==> src/rtl/multicycle_control_unit_if.sv <==
// Control bundle between the instruction register, data memory and the
// multi-cycle control unit.
interface multicycle_control_unit_if #(
    parameter int ALU_CTRL_W = 4,
    parameter int WDSEL_W    = 3
);
    logic [31:0]           instrCode;
    logic                  dataReady;
    logic                  instrLatch;
    logic                  pcEn;
    logic                  regFileWe;
    logic [ALU_CTRL_W-1:0] aluControl;
    logic                  aluSrcMuxSel;
    logic                  dataReq;
    logic                  dataWe;
    logic [WDSEL_W-1:0]    rfWdSrcSel;
    logic                  branch;
    logic                  jal;
    logic                  jalr;
    logic                  illegalInstr;
    logic                  busErr;

    modport master (
        input  instrCode, dataReady,
        output instrLatch, pcEn, regFileWe, aluControl, aluSrcMuxSel,
        output dataReq, dataWe, rfWdSrcSel, branch, jal, jalr,
        output illegalInstr, busErr
    );

    modport slave (
        output instrCode, dataReady,
        input  instrLatch, pcEn, regFileWe, aluControl, aluSrcMuxSel,
        input  dataReq, dataWe, rfWdSrcSel, branch, jal, jalr,
        input  illegalInstr, busErr
    );
endinterface

==> src/rtl/multicycle_control_unit.sv <==
// RV32I multi-cycle control FSM: sequences FETCH/DECODE/EXECUTE/MEM/WB and
// drives datapath strobes; waits on a variable-latency data memory.
module multicycle_control_unit #(
    parameter int ALU_CTRL_W  = 4,
    parameter int WDSEL_W     = 3,
    parameter int MEM_TIMEOUT = 16
) (
    input  logic                      clk,
    input  logic                      reset,
    multicycle_control_unit_if.master bus
);
    localparam int CNT_W = $clog2(MEM_TIMEOUT);

    localparam logic [6:0] OP_R     = 7'b0110011;
    localparam logic [6:0] OP_I     = 7'b0010011;
    localparam logic [6:0] OP_LUI   = 7'b0110111;
    localparam logic [6:0] OP_AUIPC = 7'b0010111;
    localparam logic [6:0] OP_S     = 7'b0100011;
    localparam logic [6:0] OP_L     = 7'b0000011;
    localparam logic [6:0] OP_B     = 7'b1100011;
    localparam logic [6:0] OP_JAL   = 7'b1101111;
    localparam logic [6:0] OP_JALR  = 7'b1100111;

    typedef enum logic [3:0] {
        FETCH, DECODE, EXE_WB, S_ADDR, S_MEM,
        L_ADDR, L_MEM, L_WB, BR, JUMP, HALT
    } state_t;

    state_t           r_state;
    state_t           w_next;
    logic [31:0]      r_instr;
    logic [CNT_W-1:0] r_cnt;
    logic             r_illegal;
    logic             r_buserr;

    logic [6:0] w_op;
    logic [2:0] w_f3;
    logic       w_f7b5;
    logic       w_in_mem;
    logic       w_tmo;
    logic       w_unused;

    logic                  w_instrLatch;
    logic                  w_pcEn;
    logic                  w_regFileWe;
    logic [ALU_CTRL_W-1:0] w_aluControl;
    logic                  w_aluSrc;
    logic                  w_dataReq;
    logic                  w_dataWe;
    logic [WDSEL_W-1:0]    w_wdSel;
    logic                  w_branch;
    logic                  w_jal;
    logic                  w_jalr;
    logic                  w_set_ill;
    logic                  w_set_be;

    assign w_op     = r_instr[6:0];
    assign w_f3     = r_instr[14:12];
    assign w_f7b5   = r_instr[30];
    assign w_unused = ^{r_instr[31], r_instr[29:15], r_instr[11:7]};
    assign w_in_mem = (r_state == S_MEM) || (r_state == L_MEM);
    assign w_tmo    = (r_cnt == CNT_W'(MEM_TIMEOUT - 1));

    always_ff @(posedge clk or negedge reset) begin
        if (!reset) begin
            r_state   <= FETCH;
            r_instr   <= 32'h0;
            r_cnt     <= '0;
            r_illegal <= 1'b0;
            r_buserr  <= 1'b0;
        end else begin
            r_state <= w_next;
            if (r_state == FETCH)
                r_instr <= bus.instrCode;
            // Counter is zero whenever a memory wait state is entered
            r_cnt <= w_in_mem ? r_cnt + 1'b1 : '0;
            if (w_set_ill)
                r_illegal <= 1'b1;
            if (w_set_be)
                r_buserr <= 1'b1;
        end
    end

    always_comb begin
        w_next       = r_state;
        w_instrLatch = 1'b0;
        w_pcEn       = 1'b0;
        w_regFileWe  = 1'b0;
        w_aluControl = '0;
        w_aluSrc     = 1'b0;
        w_dataReq    = 1'b0;
        w_dataWe     = 1'b0;
        w_wdSel      = '0;
        w_branch     = 1'b0;
        w_jal        = 1'b0;
        w_jalr       = 1'b0;
        w_set_ill    = 1'b0;
        w_set_be     = 1'b0;
        unique case (r_state)
            FETCH: begin
                w_instrLatch = 1'b1;
                w_next       = DECODE;
            end
            DECODE: begin
                unique case (w_op)
                    OP_R, OP_I, OP_LUI, OP_AUIPC: w_next = EXE_WB;
                    OP_S:                         w_next = S_ADDR;
                    OP_L:                         w_next = L_ADDR;
                    OP_B:                         w_next = BR;
                    OP_JAL, OP_JALR:              w_next = JUMP;
                    default: begin
                        w_next    = HALT;
                        w_set_ill = 1'b1;
                    end
                endcase
            end
            EXE_WB: begin
                w_regFileWe = 1'b1;
                w_pcEn      = 1'b1;
                w_next      = FETCH;
                unique case (w_op)
                    OP_R: w_aluControl = ALU_CTRL_W'({w_f7b5, w_f3});
                    OP_I: begin
                        w_aluControl = ALU_CTRL_W'({(w_f3 == 3'b101) & w_f7b5, w_f3});
                        w_aluSrc     = 1'b1;
                    end
                    OP_LUI:   w_wdSel = WDSEL_W'(2);
                    OP_AUIPC: w_wdSel = WDSEL_W'(3);
                    default:  w_wdSel = '0;
                endcase
            end
            S_ADDR, L_ADDR: begin
                w_aluSrc = 1'b1;
                w_next   = (r_state == S_ADDR) ? S_MEM : L_MEM;
            end
            S_MEM, L_MEM: begin
                w_aluSrc  = 1'b1;
                w_dataReq = 1'b1;
                w_dataWe  = (r_state == S_MEM);
                // A ready arriving on the last allowed cycle still completes
                if (bus.dataReady) begin
                    w_pcEn = (r_state == S_MEM);
                    w_next = (r_state == S_MEM) ? FETCH : L_WB;
                end else if (w_tmo) begin
                    w_set_be = 1'b1;
                    w_next   = HALT;
                end
            end
            L_WB: begin
                w_regFileWe = 1'b1;
                w_wdSel     = WDSEL_W'(1);
                w_pcEn      = 1'b1;
                w_next      = FETCH;
            end
            BR: begin
                w_aluControl = ALU_CTRL_W'({1'b0, w_f3});
                w_branch     = 1'b1;
                w_pcEn       = 1'b1;
                w_next       = FETCH;
            end
            JUMP: begin
                w_jal       = (w_op == OP_JAL);
                w_jalr      = (w_op == OP_JALR);
                w_aluSrc    = (w_op == OP_JALR);
                w_regFileWe = 1'b1;
                w_wdSel     = WDSEL_W'(4);
                w_pcEn      = 1'b1;
                w_next      = FETCH;
            end
            HALT:    w_next = HALT;
            default: w_next = HALT;
        endcase
    end

    // Strobes are forced low while reset is held
    assign bus.instrLatch   = reset & w_instrLatch;
    assign bus.pcEn         = reset & w_pcEn;
    assign bus.regFileWe    = reset & w_regFileWe;
    assign bus.aluControl   = reset ? w_aluControl : '0;
    assign bus.aluSrcMuxSel = reset & w_aluSrc;
    assign bus.dataReq      = reset & w_dataReq;
    assign bus.dataWe       = reset & w_dataWe;
    assign bus.rfWdSrcSel   = reset ? w_wdSel : '0;
    assign bus.branch       = reset & w_branch;
    assign bus.jal          = reset & w_jal;
    assign bus.jalr         = reset & w_jalr;
    assign bus.illegalInstr = r_illegal;
    assign bus.busErr       = r_buserr;
endmodule

==> src/flat_wrapper.sv <==
// flat-port wrapper written by rule: the top's interface ports become plain ports
module multicycle_control_unit_flat 
#(
    parameter int ALU_CTRL_W  = 4,
    parameter int WDSEL_W     = 3,
    parameter int MEM_TIMEOUT = 16
)
  (clk, reset, bus_instrCode, bus_dataReady, bus_instrLatch, bus_pcEn, bus_regFileWe, bus_aluControl, bus_aluSrcMuxSel, bus_dataReq, bus_dataWe, bus_rfWdSrcSel, bus_branch, bus_jal, bus_jalr, bus_illegalInstr, bus_busErr);
  multicycle_control_unit_if #(.ALU_CTRL_W(ALU_CTRL_W), .WDSEL_W(WDSEL_W)) bus_i ();
  input  logic clk;
  input  logic reset;
  input wire logic [$bits(bus_i.instrCode)-1:0] bus_instrCode;
  input wire logic [$bits(bus_i.dataReady)-1:0] bus_dataReady;
  output wire logic [$bits(bus_i.instrLatch)-1:0] bus_instrLatch;
  output wire logic [$bits(bus_i.pcEn)-1:0] bus_pcEn;
  output wire logic [$bits(bus_i.regFileWe)-1:0] bus_regFileWe;
  output wire logic [$bits(bus_i.aluControl)-1:0] bus_aluControl;
  output wire logic [$bits(bus_i.aluSrcMuxSel)-1:0] bus_aluSrcMuxSel;
  output wire logic [$bits(bus_i.dataReq)-1:0] bus_dataReq;
  output wire logic [$bits(bus_i.dataWe)-1:0] bus_dataWe;
  output wire logic [$bits(bus_i.rfWdSrcSel)-1:0] bus_rfWdSrcSel;
  output wire logic [$bits(bus_i.branch)-1:0] bus_branch;
  output wire logic [$bits(bus_i.jal)-1:0] bus_jal;
  output wire logic [$bits(bus_i.jalr)-1:0] bus_jalr;
  output wire logic [$bits(bus_i.illegalInstr)-1:0] bus_illegalInstr;
  output wire logic [$bits(bus_i.busErr)-1:0] bus_busErr;
  assign bus_i.instrCode = bus_instrCode;
  assign bus_i.dataReady = bus_dataReady;
  assign bus_instrLatch = bus_i.instrLatch;
  assign bus_pcEn = bus_i.pcEn;
  assign bus_regFileWe = bus_i.regFileWe;
  assign bus_aluControl = bus_i.aluControl;
  assign bus_aluSrcMuxSel = bus_i.aluSrcMuxSel;
  assign bus_dataReq = bus_i.dataReq;
  assign bus_dataWe = bus_i.dataWe;
  assign bus_rfWdSrcSel = bus_i.rfWdSrcSel;
  assign bus_branch = bus_i.branch;
  assign bus_jal = bus_i.jal;
  assign bus_jalr = bus_i.jalr;
  assign bus_illegalInstr = bus_i.illegalInstr;
  assign bus_busErr = bus_i.busErr;
  multicycle_control_unit #(.ALU_CTRL_W(ALU_CTRL_W), .WDSEL_W(WDSEL_W), .MEM_TIMEOUT(MEM_TIMEOUT)) u_core (.clk(clk), .reset(reset), .bus(bus_i));
endmodule
==> config.mk <==
export PLATFORM = sky130hd
export DESIGN_NAME = multicycle_control_unit_flat
export DESIGN_NICKNAME = d
export VERILOG_FILES = /design/src/rtl/multicycle_control_unit_if.sv /design/src/rtl/multicycle_control_unit.sv /design/src/flat_wrapper.sv
export SDC_FILE = /design/constraint.sdc
export NUM_CORES = 1
export LEC_CHECK = 0
export ABC_AREA = 1
export CORE_AREA = 2 2 59 61
export CTS_CLUSTER_DIAMETER = 200
export CTS_CLUSTER_SIZE = 40
export DETAILED_ROUTE_END_ITERATION = 8
export DIE_AREA = 0 0 61 63
export PLACE_DENSITY = 0.77
export SETUP_SLACK_MARGIN = 0.5
export SLEW_MARGIN = 30
export SYNTH_ARGS = -nofsm -noshare
export SYNTH_HDL_FRONTEND = slang
export SYNTH_SLANG_ARGS = --single-unit
export TNS_END_PERCENT = 100
==> constraint.sdc <==
create_clock -name clk -period 1.49 [get_ports clk]
set_input_delay 0.2235 -clock clk [delete_from_list [all_inputs] [get_ports clk]]
set_output_delay 0.2235 -clock clk [all_outputs]
set_load 0.01 [all_outputs]
# Word-level counts from Yosys, hierarchy flattened

Index checks and enable logic that the tools add are counted.

Reductions and logical operators: 10
Eq/ne operators: 21
Mux-type cells: 29
Bitwise gates (word level): 10
$add $sub $neg: 1

Operators with widths:

| cell                                                                    | count |
|---|---|
| 4-bit one-hot mux with 5 select lines                                   | 2 |
| 7-bit by 6-bit == test with 1-bit output, second input constant         | 3 |
| 7-bit == test, second input constant                                    | 3 |
| 4-bit by 3-bit == test with 1-bit output, second input constant         | 4 |
| 4-bit 2-to-1 mux                                                        | 4 |
| 4-bit one-hot mux with 2 select lines                                   | 2 |
| 7-bit by 5-bit == test with 1-bit output, second input constant         | 2 |
| 1-bit 2-to-1 mux                                                        | 14 |
| 4-bit == test, second input constant                                    | 3 |
| 4-bit OR reduction                                                      | 3 |
| 1-bit bitwise AND                                                       | 10 |
| 3-bit one-hot mux with 3 select lines                                   | 1 |
| 9-bit OR reduction                                                      | 1 |
| 4-bit by 2-bit == test with 1-bit output, second input constant         | 2 |
| 7-bit by 2-bit == test with 1-bit output, second input constant         | 1 |
| 3-bit 2-to-1 mux                                                        | 2 |
| 2-bit OR reduction                                                      | 3 |
| 4-bit by 1-bit adder with 4-bit output, second input constant           | 1 |
| 4-bit by 1-bit == test with 1-bit output, second input constant         | 1 |
| 4-bit zero test                                                         | 1 |
| 2-bit one-hot mux with 2 select lines                                   | 1 |
| 3-bit == test, second input constant                                    | 1 |
| 3-bit by 2-bit inequality test with 1-bit output, second input constant | 1 |
| 1-bit one-hot mux with 3 select lines                                   | 1 |
| other kinds (4)                                                         | 4 |

Bits of input ports: 35
Word-level logic and storage cells: 76
Output and inout bits: 18
Register bits after elaboration: 41

# Logic depth before layout (Yosys ltp)

Gate-level depths: netlist of the first run.

Depth in word-level cells: 5
Gate-level depth with buffers: 9
Depth with buffers taken out: 9

# Worst setup path after synthesis of the first run

No wires, ideal clock.

Kind: register to output
Start: reg u_core.r_state[0]
End: out bus_aluControl[0]
Buffers on the path: 0
Stages on the path, launching flop included: 8
Required time: 1.266 ns
Path slack: 0.074 ns
Data arrival time: 1.193 ns
Cell sequence: dfrtp_1 -> nor2_4 -> inv_1 -> nor2_1 -> inv_2 -> nor2_2 -> nor2_2 -> nor2_2

Word-level cells in the longest chain between the ends: 3
Elaborated cells on any way between the ends: 4
Those cells by class: 2 x eq/ne; 2 x mux

RTL lines:

| element                                                                          | line                           | source |
|---|---|---|
| start: declaration                                                               | multicycle_control_unit.sv:29  | `state_t r_state;` |
| start signal: assignment                                                         | multicycle_control_unit.sv:72  | `r_state <= w_next;` |
| 4-bit == test / 4-bit by 2-bit == test with 1-bit output (equally long branches) | multicycle_control_unit.sv:99  | `unique case (r_state)` |
| 4-bit one-hot mux with 2 select lines *                                          | multicycle_control_unit.sv:99  |  |
| 4-bit 2-to-1 mux *                                                               | multicycle_control_unit.sv:179 | `assign bus.aluControl = reset ? w_aluControl : '0;` |
| end: declaration                                                                 | flat_wrapper.sv:17             | `output wire logic [$bits(bus_i.aluControl)-1:0] bus_aluControl;` |

Every way passes the cells marked *; elsewhere a longest branch is shown, timed or not.

# Worst setup path in the final report of the first run

Start: reg u_core.r_state[1]
End: out bus_rfWdSrcSel[0]

Word-level cells in the longest chain between the ends: 3
Elaborated cells on any way between the ends: 5
Those cells by class: 3 x eq/ne; 2 x mux

RTL lines:

| element                                 | line                           | source |
|---|---|---|
| 4-bit == test (tied with other cells)   | multicycle_control_unit.sv:99  |  |
| 3-bit one-hot mux with 3 select lines * | multicycle_control_unit.sv:99  |  |
| 3-bit 2-to-1 mux *                      | multicycle_control_unit.sv:183 | `assign bus.rfWdSrcSel = reset ? w_wdSel : '0;` |
| end: declaration                        | flat_wrapper.sv:21             | `output wire logic [$bits(bus_i.rfWdSrcSel)-1:0] bus_rfWdSrcSel;` |

Marks and branches as above.

==> results.json, run 1 <==
{
  "antenna_left": 0,
  "clkSinkCount": 21,
  "grt_pass1_vias": 1652,
  "die_w_um": 61,
  "setup_slack_ns": -0.451,
  "min-delay-path-class": "flop to flop",
  "synth_top_cell_by_area": "dfrtp_1",
  "htreeDepth": 1,
  "die_area_um2": 3840,
  "worstSkewPairLatency_ns": 0.32,
  "tightestPinTransition_ns": 0.356,
  "syn_nets": 207,
  "fin_tns_setup_ns": -7.30,
  "clk_path_buf_depth": 2,
  "period_minus_slack_ns": 1.94,
  "routedWlPerCell_um": 18.3,
  "grt_first_pass_wirelength_um": 7270,
  "cts.clk_slew.worst_paths_ns": 0.14,
  "critPathKind": "flop to output port",
  "overflow": 0,
  "netlist.area_leader.share_pct": 39.9,
  "hpwl_um": 2690,
  "drv_slew": 0,
  "synth-seq-cells": 21,
  "fin_nets": 315,
  "netlist_instances": 171,
  "finalHoldViolations": 0,
  "fin_area_um2": 2580,
  "area_growth_pct": 95.7,
  "drive_above_1_share_pct": 64.7,
  "busiest_layer": "met2",
  "synth_area_leaders": "dfrtp_1 (40%), nor2_1 (9.7%), nand2_1 (6.6%), inv_1 (5.7%), a21oi_2 (5.3%)",
  "initial_core_util_pct": 40.8,
  "post-route-period-util_pct": 130,
  "yosysWarnings": 0,
  "grtUsageMet3_pct": 4.35,
  "routed_wl_um": 5930,
  "reg2reg_setup_slack_ns": -0.18,
  "use_met1_pct": 29.3,
  "numCtsBuffers": 3,
  "grt_max_degree": 18,
  "drt_iter0_drc": 94,
  "grt_setup_unrepaired": "yes",
  "maxCapViolations": 0,
  "drc": 0,
  "final_util_pct": 79.8,
  "powerDensity_nw_per_um2": 431,
  "postSynthAreaPerCell_um2": 7.70,
  "cp_data_arrival_time_ns": 1.72,
  "start_kind": "flop",
  "num_rows": 21,
  "synth_cell_types": 25,
  "antenna_cells": 0,
  "ioPinCount": 53,
  "synth_area_um2": 1320,
  "root_buffer": "clkbuf_4",
  "crit_fanout": 3,
  "ys_seq_area_share_pct": 39.9,
  "peakVddDrop_mv": 0.460,
  "holdBufCountCts": 0,
  "max_freq_mhz": 515,
  "finalSetupViolCount": 30,
  "relSlewSlack_pct": 76.0,
  "postPlaceCellArea_um2": 2110,
  "cts_tree": "yes",
  "antenna_found_initial": 0,
  "vias": 1733,
  "skew_ns": 0.00828,
  "fill_cells": 184,
  "end_kind": "output port",
  "use_met2_pct": 44.6,
  "leakage_nw": 1.27,
  "track_usage_pct": 25.2,
  "die_h_um": 63,
  "violations": "setup timing",
  "pre_cts_ws_ns": -0.604,
  "numPortBuffers": 31,
  "critPathRequiredTime_ns": 1.27,
  "status": "finished with violations",
  "place_congestion": 0.865,
  "drt_pass1_iterations": 4,
  "core_area_um2": 3230,
  "vias_per_cell": 5.35
}
Yosys cell counts:
cell type  number
nor4_1          1
mux2_4          1
a21oi_1         3
nor2_1         34
a21oi_2         8
dfrtp_1        21
ha_1            1
nor3_4          1
nand2_4         1
nand2_2         4
o21ai_0         7
o31ai_1         1
a31oi_1         2
nand3_2         1
a31o_2          1
inv_2           4
nor2_4          3
nor3_1          6
inv_1          20
nor2_2          9
mux2_2          2
nand3b_1        1
nand2_1        23
buf_6           2
nand3_1        14
layer usage:
metal	up-vias	wire (um)	part of all wire [%]
met3	36	324	5.5
met4	0	296	5.0
met1	835	2190	37
met5	-	0	0
li1	760	-	-
met2	102	3120	53
logic make-up (layout without fill, tap and decap cells):
group                      count (synthesis)  in the layout  synth area share, %
DFF                                       21             21                 39.9
adders and majority gates                  1              1                0.950
buffers and inverters                     26            133                 8.55
AOI/OAI and AO/OA                         22             22                 11.3
muxes                                      3              3                 2.85
and+or+nand+nor                           98             98                 36.5
final cells by class:
class                      count  area [um2]  area share [%]
clock buffer                   3        22.5           0.873
tap                           46        57.6            2.23
inverter                      24        92.6            3.59
timing repair buffer         105         918            35.6
sequential                    21         529            20.5
multi-input combinational    124         953            37.0
clock inverter                 1        5.00           0.194
critical path: stages (launching register included):
cell	delay [ns]
dfrtp_1	0.43
inv_2	0.07
buf_6	0.12
nor2_4	0.08
nand2_2	0.10
inv_2	0.08
nand2_4	0.07
nor2_4	0.15
nand2_2	0.07
o31ai_2	0.06
buf_2	0.17
final timing paths:
kind	startpoint	to	cells past startpoint
worst min-delay path	u_core.bus.busErr	u_core.bus.busErr	1
min in group asynchronous	reset	u_core.r_instr[30]	3
worst max-delay path	u_core.r_state[1]	bus_rfWdSrcSel[0]	10
max in group asynchronous	reset	u_core.r_state[0]	3
worst max register to register	u_core.r_state[1]	u_core.r_instr[1]	8
worst min register to register	u_core.bus.busErr	u_core.bus.busErr	1
power by group:
group	internal [mW]	switching (mW)
logic	0.106	0.106
registers	0.585	0.0154
clock network	0.100	0.199
metrics by stage:
stage,hold slack [ns],instances,total power [mW]
2_1_floorplan,-0.0721,171,0.659
3_3_place_gp,0.442,297,0.765
3_5_place_dp,0.457,297,0.770
4_1_cts,0.438,312,1.06
5_1_grt,0.501,324,1.16
6_report,0.478,324,1.11
state kept, by name (all words and copies together), names as in the netlist:
name                     flops
u_core.r_state               4
u_core.bus.illegalInstr      1
u_core.r_cnt                 4
u_core.bus.busErr            1
u_core.r_instr              11
repair_timing:
action,in CTS,in global routing
gates resized for setup,111,45
cloned,2,1
endpoints found under the hold margin,0,0
endpoints found under the setup margin,39,39
pin swaps,8,15
setup buffers,9,11
layout by cell type (no fill, tap or decap), types with 4 or more instances in the layout:
cell             instances
nand2_1                 13
inv_2                    9
clkdlybuf4s50_1         13
dfrtp_1                 18
nor3_1                   5
a21oi_2                  9
nand3_2                  5
nor2_1                  15
nor2_2                  11
o21ai_1                  4
buf_4                   58
buf_2                   15
nand2_2                  9
inv_1                   14
nand3_1                  8
nand2_4                  5
buf_6                   13
nor2_4                  20
Power figures use the tool's default switching activity.
==> run 2, diff against run 1 <==
Settings changed: ABC_AREA 1 to default, GPL_TIMING_DRIVEN from default to 0.
==> results.json, run 2 <==
{
  "routedWlPerCell_um": 18.7,
  "die_w_um": 61,
  "synth_area_leaders": "dfrtp_1 (40%), mux2_2 (6.9%), nor2_1 (3.7%), nor2b_1 (2.9%), a31oi_1 (2.4%)",
  "fin_tns_setup_ns": -11.54,
  "synth_area_um2": 1310,
  "min-delay-path-class": "input port to async pin",
  "final_util_pct": 75.1,
  "skew_ns": 0.000780,
  "synth_edf_count": 0,
  "htreeDepth": 1,
  "synth_compound_area_share_pct": 13.8,
  "cp_data_arrival_time_ns": 1.88,
  "use_met2_pct": 40.2,
  "synthSimpleGateAreaFrac_pct": 30.0,
  "synth_top_cell_by_area": "dfrtp_1",
  "overflow": 0,
  "hpwl_um": 2410,
  "max_freq_mhz": 475,
  "grt_pass1_vias": 1444,
  "vias_per_cell": 5.61,
  "final_common_cell": "buf_4",
  "end_kind": "output port",
  "violations": "hold timing, setup timing",
  "status": "finished with violations",
  "top_regs": "u_core.r_instr: 11 flops, u_core.r_cnt: 4 flops, u_core.r_state: 4 flops",
  "critPathRequiredTime_ns": 1.27,
  "worstSkewPairLatency_ns": 0.31,
  "fill_cells": 222,
  "drt_iter0_drc": 84,
  "drt_pass1_iterations": 6,
  "powerDensity_nw_per_um2": 2010,
  "cts_tree": "yes",
  "numPortBuffers": 31,
  "grt_first_pass_wirelength_um": 7150,
  "top_register": "u_core.r_instr",
  "synth_cell_types": 44,
  "area_growth_pct": 85.0,
  "drive_above_1_share_pct": 61.4,
  "largest_register_ffs": 11,
  "use_met1_pct": 34.7,
  "drc": 0,
  "ys_seq_area_share_pct": 40.1,
  "grtUsageMet3_pct": 2.48,
  "netlist.area_leader.share_pct": 40.1,
  "grt_setup_unrepaired": "yes",
  "vias": 1509,
  "root_buffer": "clkbuf_4",
  "syn_nets": 172,
  "cp_cell_sequence": "and4bb_4 -> nand4_1 -> inv_2 -> buf_6 -> buf_6 -> a311o_1 -> buf_2",
  "synth_common_cells": "dfrtp_1 (21), nor2_1 (13), mux2_2 (8), nand2_1 (8)",
  "die_h_um": 63,
  "grt_max_degree": 30,
  "synth-xor-area-share_pct": 2.67,
  "yosysMostFrequentCell": "dfrtp_1",
  "mostFrequentLayoutCells": "buf_4 (32), buf_6 (28), dfrtp_1 (15)",
  "yosysWarnings": 0,
  "core_area_um2": 3230,
  "track_usage_pct": 25.1,
  "setup_slack_ns": -0.616,
  "clk_path_buf_depth": 2,
  "hold-worst-slack_ns": -0.0872,
  "synth_top_family_by_area": "simple AND/OR/NAND/NOR gates",
  "fin_nets": 260,
  "synthAdderAreaFrac_pct": 0.954,
  "tightestPinTransition_ns": 0.621,
  "max_stage_delay_ns": 0.43,
  "place_congestion": 0.895,
  "peakVddDrop_mv": 1.40,
  "ioPinCount": 53,
  "post-route-period-util_pct": 141,
  "antenna_left": 0,
  "finalHoldViolations": 21,
  "postSynth.asyncResetShare_pct": 100,
  "netlist_instances": 136,
  "initial_core_util_pct": 40.6,
  "synth_ff_type": "dfrtp_1",
  "postPlaceCellArea_um2": 1810,
  "ff2ff_path_depth": 7,
  "antenna_found_initial": 0,
  "num_rows": 21,
  "synth.area.mux_share_pct": 7.63,
  "cts.clk_slew.worst_paths_ns": 0.12,
  "period_minus_slack_ns": 2.11,
  "postSynthAreaPerCell_um2": 9.64,
  "busiest_layer": "met2",
  "crit_top_cell": "buf_6",
  "fin_area_um2": 2430,
  "routed_wl_um": 5030,
  "drv_slew": 0,
  "total_power_mw": 4.87,
  "start_kind": "flop",
  "numCtsBuffers": 3,
  "maxCapViolations": 0,
  "synth-seq-cells": 21,
  "leakage_nw": 1.09,
  "critPathKind": "flop to output port",
  "critPathSlowestCell": "dfrtp_2",
  "relSlewSlack_pct": 58.6,
  "clkSinkCount": 21,
  "finalSetupViolCount": 36,
  "crit_fanout": 3,
  "die_area_um2": 3840,
  "antenna_cells": 0
}
-- run 2: power breakdown --
| part | internal (mW) | leakage (nW) | switching, mW |
|---|---|---|---|
| combinational | 2.02 | 0.820 | 1.56 |
| sequential | 0.803 | 0.254 | 0.201 |
| clock | 0.105 | 0.0150 | 0.181 |
| total | 2.92 | 1.09 | 1.95 |
-- run 2: cell families (layout without fill, tap and decap cells) --
kind of cell               count (synthesis)  in the layout
buffers and inverters                     13            100
adders and majority gates                  1              1
DFF                                       21             21
xor gates and xnor gates                   4              4
and+or+nand+nor                           63             63
AOI/OAI and AO/OA                         25             25
muxes                                      9              9
-- run 2: area by class of cell --
cell class / instances / area, um2 / share of cell area, %
inverters: 5 / 22.5 / 0.928
clock buffers: 4 / 26.3 / 1.08
well taps: 46 / 57.6 / 2.37
plain buffers: 8 / 83.8 / 3.46
flip-flops and latches: 21 / 533 / 22.0
repair buffers: 83 / 742 / 30.6
multi-input cells: 102 / 961 / 39.6
-- run 2: worst paths after layout --
kind                                         from                 end  slack (ns)
worst min-delay path                        reset   u_core.r_instr[0]       -0.09
worst min register to register  u_core.bus.busErr   u_core.bus.busErr        0.47
worst max register to register  u_core.r_state[1]   u_core.r_instr[6]       -0.32
worst max-delay path            u_core.r_instr[3]    bus_aluSrcMuxSel       -0.62
min in group clk                bus_instrCode[13]  u_core.r_instr[13]        0.44
max in group asynchronous                   reset   u_core.r_instr[4]        1.14
-- run 2: through the flow --
| stage | setup slack, ns | hold WS, ns | cells |
|---|---|---|---|
| after floorplan | -0.0770 | -0.0721 | 136 |
| after global placement | -1.72 | 0.439 | 213 |
| after detailed placement | -0.873 | 0.255 | 213 |
| after CTS | -0.569 | -0.0725 | 252 |
| after global routing | -0.676 | -0.0546 | 269 |
| final | -0.616 | -0.0872 | 269 |
-- run 2: routing by layer --
metal | up-vias | part of all wire [%]
li1 | 663 | -
met4 | 0 | 2.9
met3 | 19 | 4.6
met1 | 759 | 41
met5 | - | 0
met2 | 68 | 51
-- run 2: repair_timing --
item | CTS | global route
pin swaps | 23 | 14
endpoints found under the hold margin | 21 | 21
resized for setup | 119 | 28
setup buffers | 35 | 17
endpoints found under the setup margin | 39 | 39
-- run 2: critical path: cells and delay by family, from the launching register on --
family | cells | cell delay, ns
simple gates | 2 | 0.52
flops | 1 | 0.43
buf+inv | 4 | 0.46
compound gates | 1 | 0.15
